$ cat config.mk
export PLATFORM = sky130hd
export DESIGN_NAME = card_dealer
export DESIGN_NICKNAME = d
export VERILOG_FILES = /design/src/rtl/card_pkg.sv /design/src/rtl/card_lfsr.sv /design/src/rtl/card_dealer.sv
export SDC_FILE = /design/constraint.sdc
export NUM_CORES = 1
export LEC_CHECK = 0
export ABC_AREA = 1
export BUFFER_PORTS_ARGS = -buffer_cell sky130_fd_sc_hd__buf_2
export CORE_MARGIN = 1
export CORE_UTILIZATION = 61
export CTS_CLUSTER_SIZE = 20
export DETAILED_ROUTE_END_ITERATION = 8
export PLACE_DENSITY = 0.8
export SETUP_SLACK_MARGIN = 0.5
export SYNTH_ARGS = -nofsm -noshare
export SYNTH_HDL_FRONTEND = slang
export SYNTH_SLANG_ARGS = --single-unit
$ cat constraint.sdc
create_clock -name clk -period 4.09 [get_ports clk]
set_clock_uncertainty 0.05 [all_clocks]
set_input_delay 0.2045 -clock clk [delete_from_list [all_inputs] [get_ports clk]]
set_output_delay 0.2045 -clock clk [all_outputs]
set_load 0.01 [all_outputs]
$ cat src/rtl/card_pkg.sv
// Shared types and helpers for the card dealer: deck constants, FSM state,
// card struct and the lfsr/rank mapping functions.
package card_pkg;

    localparam int DECK_SIZE = 52;
    localparam int RANKS     = 13;
    localparam int SUITS     = 4;
    localparam int LFSR_BITS = 8;

    localparam logic [3:0] RANK_ACE   = 4'd1;
    localparam logic [3:0] ACE_VALUE  = 4'd11;
    localparam logic [3:0] FACE_VALUE = 4'd10;

    typedef enum logic {
        IDLE  = 1'b0,
        PROBE = 1'b1
    } state_e;

    typedef struct packed {
        logic [1:0] suit;
        logic [3:0] rank;
    } card_t;

    function automatic logic [3:0] rank_to_value(input logic [3:0] rank);
        if (rank == RANK_ACE)
            return ACE_VALUE;
        else if (rank > 4'd10)
            return FACE_VALUE;
        else
            return rank;
    endfunction

    // Out-of-range rank codes fold onto low ranks so every lfsr value names a card.
    function automatic card_t lfsr_to_card(input logic [LFSR_BITS-1:0] v);
        card_t c;
        c.suit = v[5:4];
        case (v[3:0])
            4'd0, 4'd14: c.rank = 4'd1;
            4'd15:       c.rank = 4'd2;
            default:     c.rank = v[3:0];
        endcase
        return c;
    endfunction

    function automatic logic [5:0] card_index(input card_t c);
        return 6'(c.suit) * 6'(RANKS) + 6'(c.rank) - 6'd1;
    endfunction

    function automatic card_t next_card(input card_t c);
        card_t n;
        if (c.rank == 4'(RANKS)) begin
            n.rank = RANK_ACE;
            n.suit = c.suit + 2'd1;
        end else begin
            n.rank = c.rank + 4'd1;
            n.suit = c.suit;
        end
        return n;
    endfunction

endpackage

$ cat src/rtl/card_lfsr.sv
// Free-running Fibonacci LFSR, x^8+x^6+x^5+x^4+1, with a loadable seed.
// A zero load value is replaced by SEED so the register never locks up.
module card_lfsr #(
    parameter int              W    = 8,
    parameter logic [W-1:0]    SEED = 8'hA5
) (
    input  logic         clk,
    input  logic         rst,
    input  logic         load,
    input  logic [W-1:0] load_val,
    output logic [W-1:0] q
);

    logic [W-1:0] q_q;
    logic [W-1:0] q_d;
    logic         fb;

    always_comb begin
        fb = q_q[W-1] ^ q_q[W-3] ^ q_q[W-4] ^ q_q[W-5];
        if (load)
            q_d = (load_val == '0) ? SEED : load_val;
        else
            q_d = {q_q[W-2:0], fb};
    end

    always_ff @(posedge clk) begin
        if (rst)
            q_q <= SEED;
        else
            q_q <= q_d;
    end

    assign q = q_q;

endmodule

$ cat src/rtl/card_dealer.sv
// Card dealer: lfsr start point plus linear probe over a 52-bit dealt bitmap.
// Define DEAL_SEED_EN to add a seed port that reloads the lfsr on shuffle.
module card_dealer
    import card_pkg::*;
#(
    parameter int                 LFSR_W     = 8,
    parameter logic [LFSR_W-1:0]  RESET_SEED = 8'hA5
) (
    input  logic              clk,
    input  logic              rst,
    input  logic              shuffle,
    input  logic              req,
`ifdef DEAL_SEED_EN
    input  logic [LFSR_W-1:0] seed,
`endif
    output logic              card_valid,
    output logic [1:0]        card_suit,
    output logic [3:0]        card_rank,
    output logic [3:0]        card_value,
    output logic [5:0]        cards_left,
    output logic              deck_empty,
    output logic              busy,
    output logic              req_err
);

    state_e                 state_q, state_d;
    card_t                  cand_q, cand_d;
    card_t                  card_q, card_d;
    logic [DECK_SIZE-1:0]   dealt_q, dealt_d;
    logic [5:0]             cards_left_q, cards_left_d;
    logic                   deck_empty_q, deck_empty_d;
    logic [3:0]             card_value_q, card_value_d;
    logic                   card_valid_q, card_valid_d;
    logic                   req_err_q, req_err_d;
    logic [LFSR_W-1:0]      lfsr;
    logic                   lfsr_load;
    logic [LFSR_W-1:0]      lfsr_load_val;
    logic [5:0]             cand_idx;

`ifdef DEAL_SEED_EN
    assign lfsr_load     = shuffle;
    assign lfsr_load_val = seed;
`else
    // Without a seed port shuffle leaves the lfsr running undisturbed.
    assign lfsr_load     = 1'b0;
    assign lfsr_load_val = '0;
`endif

    card_lfsr #(
        .W    (LFSR_W),
        .SEED (RESET_SEED)
    ) u_lfsr (
        .clk      (clk),
        .rst      (rst),
        .load     (lfsr_load),
        .load_val (lfsr_load_val),
        .q        (lfsr)
    );

    assign cand_idx = card_index(cand_q);

    always_ff @(posedge clk) begin
        if (rst) begin
            state_q      <= IDLE;
            cand_q       <= '0;
            card_q       <= '0;
            dealt_q      <= '0;
            cards_left_q <= 6'(DECK_SIZE);
            deck_empty_q <= 1'b0;
            card_value_q <= '0;
            card_valid_q <= 1'b0;
            req_err_q    <= 1'b0;
        end else begin
            state_q      <= state_d;
            cand_q       <= cand_d;
            card_q       <= card_d;
            dealt_q      <= dealt_d;
            cards_left_q <= cards_left_d;
            deck_empty_q <= deck_empty_d;
            card_value_q <= card_value_d;
            card_valid_q <= card_valid_d;
            req_err_q    <= req_err_d;
        end
    end

    always_comb begin
        state_d      = state_q;
        cand_d       = cand_q;
        card_d       = card_q;
        dealt_d      = dealt_q;
        cards_left_d = cards_left_q;
        deck_empty_d = deck_empty_q;
        card_value_d = card_value_q;
        card_valid_d = 1'b0;
        req_err_d    = 1'b0;

        if (shuffle) begin
            state_d      = IDLE;
            dealt_d      = '0;
            cards_left_d = 6'(DECK_SIZE);
            deck_empty_d = 1'b0;
        end else begin
            case (state_q)
                IDLE: begin
                    if (req) begin
                        if (deck_empty_q) begin
                            req_err_d = 1'b1;
                        end else begin
                            cand_d  = lfsr_to_card(lfsr);
                            state_d = PROBE;
                        end
                    end
                end
                PROBE: begin
                    if (!dealt_q[cand_idx]) begin
                        dealt_d[cand_idx] = 1'b1;
                        card_d            = cand_q;
                        card_value_d      = rank_to_value(cand_q.rank);
                        card_valid_d      = 1'b1;
                        cards_left_d      = cards_left_q - 6'd1;
                        deck_empty_d      = (cards_left_q == 6'd1);
                        state_d           = IDLE;
                    end else begin
                        cand_d = next_card(cand_q);
                    end
                end
                default: state_d = IDLE;
            endcase
        end
    end

    always_comb begin
        busy       = (state_q == PROBE);
        card_valid = card_valid_q;
        card_suit  = card_q.suit;
        card_rank  = card_q.rank;
        card_value = card_value_q;
        cards_left = cards_left_q;
        deck_empty = deck_empty_q;
        req_err    = req_err_q;
    end

endmodule

==> flow_summary.yaml <==
sta:
  rsz0062_at_grt: "yes"
  min_period_over_period_pct: 86.7
  tightest_slew_ns: 1.24
  hold_viol: 0
  fin_tns_setup_ns: 0
  period_minus_slack_ns: 3.55
  max_slew_margin_pct: 17.1
  finalSetupViolCount: 0
  finalMaxSlewViolations: 0
  fmax_mhz: 282
  fin_ws_ns: 0.543
  hold_ws_ns: 0.0698
clock_network:
  cts_hold_buf: 0
  clk_path_buf_depth: 2
  clk_pin_slew_worst_paths_ns: 0.08
  htree_levels: 3
  clk-insertion-delay-late_ns: 0.36
  cts_buffers: 9
  clock_tree.root_cell: "clkbuf_8"
  cts_tree: "built"
  clock_sinks: 86
drt:
  ant_nets: 0
  num_vias: 4272
  met1_length_mm: 4.91
  met2_length_mm: 5.32
  routed_via_density: 5.53
  topRoutingLayerUsed: "met4"
  post-route-drc-count: 0
  wl_per_cell_um: 14.9
  routed_wl_mm: 11.5
  wl_met3_um: 926
  first_iter_violations: 381
  dr.pass1.iters: 5
synth:
  netlist_area_sq_um: 4440
  postSynthAreaPerCell_sq_um: 6.86
  synth_top_area_share_pct: 38.8
  yosys_most_used_dff: "dfxtp_1"
  synthCells: 647
  ys_top_cells_by_count: "nand2_1, dfxtp_1, nor2_1, inv_1, nand3_1"
  async_flop_share_pct: 0
  yosys.cell_count.top_type: "nand2_1"
  yosys-top-cells-area: "dfxtp_1, nand2_1, nand3_1"
  yosysSeqAreaShare_pct: 38.8
  synth_cell_types: 33
  synth_edf_count: 0
  syn-num-nets: 663
  synth.largest_area_cell: "dfxtp_1"
  ys_warn_count: 0
  ys_ff_latch: 86
setup_path:
  worst_setup_path_start_kind: "flop"
  cp.arrival_ns: 3.77
  worstSetupEndpointType: "flop"
  required_ns: 4.32
  crit_fanout: 12
  path_class: "flop to flop"
finish:
  area_delta_synth_final_pct: 13.1
  finalNonFillerCells: 772
  drive_gt1_share_pct: 17.9
  fillers: 588
  layout.nets: 687
  diodes: 0
grt:
  grtUsageTotal_pct: 29.5
  antenna_found_initial: 0
  grt_max_degree: 57
  grt_pass1_vias: 3684
  grt_first_pass_wirelength_mm: 17.2
  gr-total-overflow: 0
floorplanning:
  fp-row-count: 30
  fp.dieW_um: 87.3
  fp.dieH_um: 87.3
  die-area_sq_um: 7620
  core_sq_um: 6910
  start_util_pct: 64.3
  io_pins: 24
place:
  dpl.hpwl_mm: 7.09
  placed_cells: 746
  place_ws_ns: 0.355
  gp_congestion: 0.970
  port_buffers: 23
hold_path:
  hp-class: "primary input to flop"
power_and_ir_drop:
  p_per_area_nw_per_um2: 578
  p_leak_nw: 2.11
  power.total_w: 0.00290
  vdd_ir_drop_max_v: 0.000313
run_status:
  status: "completed"
job:
  cap_violations: 0
-- final timing paths --
check	from	end	slack (ns)	cells past startpoint
worst max-delay path	cand_q[1]	dealt_q[49]	0.54	17
worst min-delay path	req	req_err	0.07	3
worst max register to register	cand_q[1]	dealt_q[49]	0.54	17
worst min register to register	u_lfsr.q[6]	u_lfsr.q[7]	0.37	1
-- cell type report --
cell class	instances	area, sq um	area share (%)
Clock inverter	2	15.0	0.299
Inverter	63	254	5.06
Clock buffer	14	173	3.44
Tap cell	96	120	2.39
Timing Repair Buffer	34	248	4.93
Sequential cell	86	1730	34.4
Multi-Input combinational cell	476	2480	49.4
Timing Repair inverter	1	5.00	0.0996
-- logic make-up after synthesis --
family,share of synthesized area (%)
buffers and inverters,8.96
adders and majority gates,3.89
AOI/OAI and AO/OA,11.6
DFF,38.8
xor gates and xnor gates,1.58
and+or+nand+nor,35.2
-- worst max-delay path, stage by stage, from the launching register on --
cell and delay, ns:
dfxtp_4 0.38, inv_4 0.06, fa_1 0.53, inv_1 0.04, ha_2 0.19, fa_2 0.67
inv_2 0.08, nor2_4 0.25, nand3_2 0.10, nand2_1 0.09, nor2_1 0.05, nand2_1 0.13
nand3_2 0.12, nand4_4 0.13, nand2_4 0.07, buf_4 0.17, clkbuf_16 0.18, o21ai_0 0.17
-- per-layer routing --
| metal | global-route usage [%] | vias to the layer above |
|---|---|---|
| li1 | - | 2105 |
| met1 | 39.3 | 1942 |
| met2 | 46.8 | 180 |
| met3 | 6.54 | 45 |
| met4 | 10.7 | 0 |
| met5 | 0 | - |
-- report_power, final --
part	total (W)	switching, W	internal (W)
Sequential	0.000905	0.0000326	0.000872
Combinational	0.00143	0.00102	0.000413
Clock	0.000566	0.000294	0.000271
Total	0.00290	0.00134	0.00156
-- cell usage in the layout (no fill, tap or decap), types with 3 or more instances in the layout --
| cell type | synthesis | final |
|---|---|---|
| nor2_4 | 2 | 5 |
| buf_4 | 3 | 7 |
| o21ai_2 | 30 | 30 |
| a31oi_1 | 3 | 3 |
| nand4_1 | 8 | 8 |
| nand3_1 | 53 | 39 |
| a21oi_1 | 13 | 13 |
| nor3_1 | 3 | 3 |
| nand3_2 | 2 | 13 |
| xnor2_1 | 3 | 3 |
| nor2_1 | 64 | 60 |
| nand2_1 | 238 | 236 |
| ha_1 | 9 | 8 |
| nand3_4 | 0 | 4 |
| xor2_1 | 5 | 5 |
| clkinv_1 | 3 | 3 |
| o21ai_0 | 26 | 22 |
| buf_2 | 5 | 23 |
| dfxtp_1 | 86 | 84 |
| inv_2 | 3 | 3 |
| o21ai_1 | 0 | 4 |
| inv_4 | 2 | 3 |
| inv_1 | 55 | 52 |
| clkbuf_8 | 0 | 12 |
-- through the flow --
stage / instance area [sq um] / util, %
finish: 5020 / 72.7
global route: 5020 / 72.7
CTS: 4800 / 69.5
detailed placement: 4560 / 66.1
global placement: 4560 / 66.1
floorplan: 4440 / -
-- what timing repair did --
item                                    in CTS  in global routing
endpoints found under the setup margin      24                 77
cloned                                       1                  3
resized for setup                            3                 43
pin swaps                                    0                 11
buffers inserted                             0                  6
-- state kept, by name, summed over array words and instances (netlist names) --
name	flops
u_lfsr.q	8
dealt_q	52
req_err	1
card_rank	4
busy	1
cards_left	6
card_suit	2
deck_empty	1
card_value	4
cand_q	6
card_valid	1
Power figures use the tool's default switching activity.
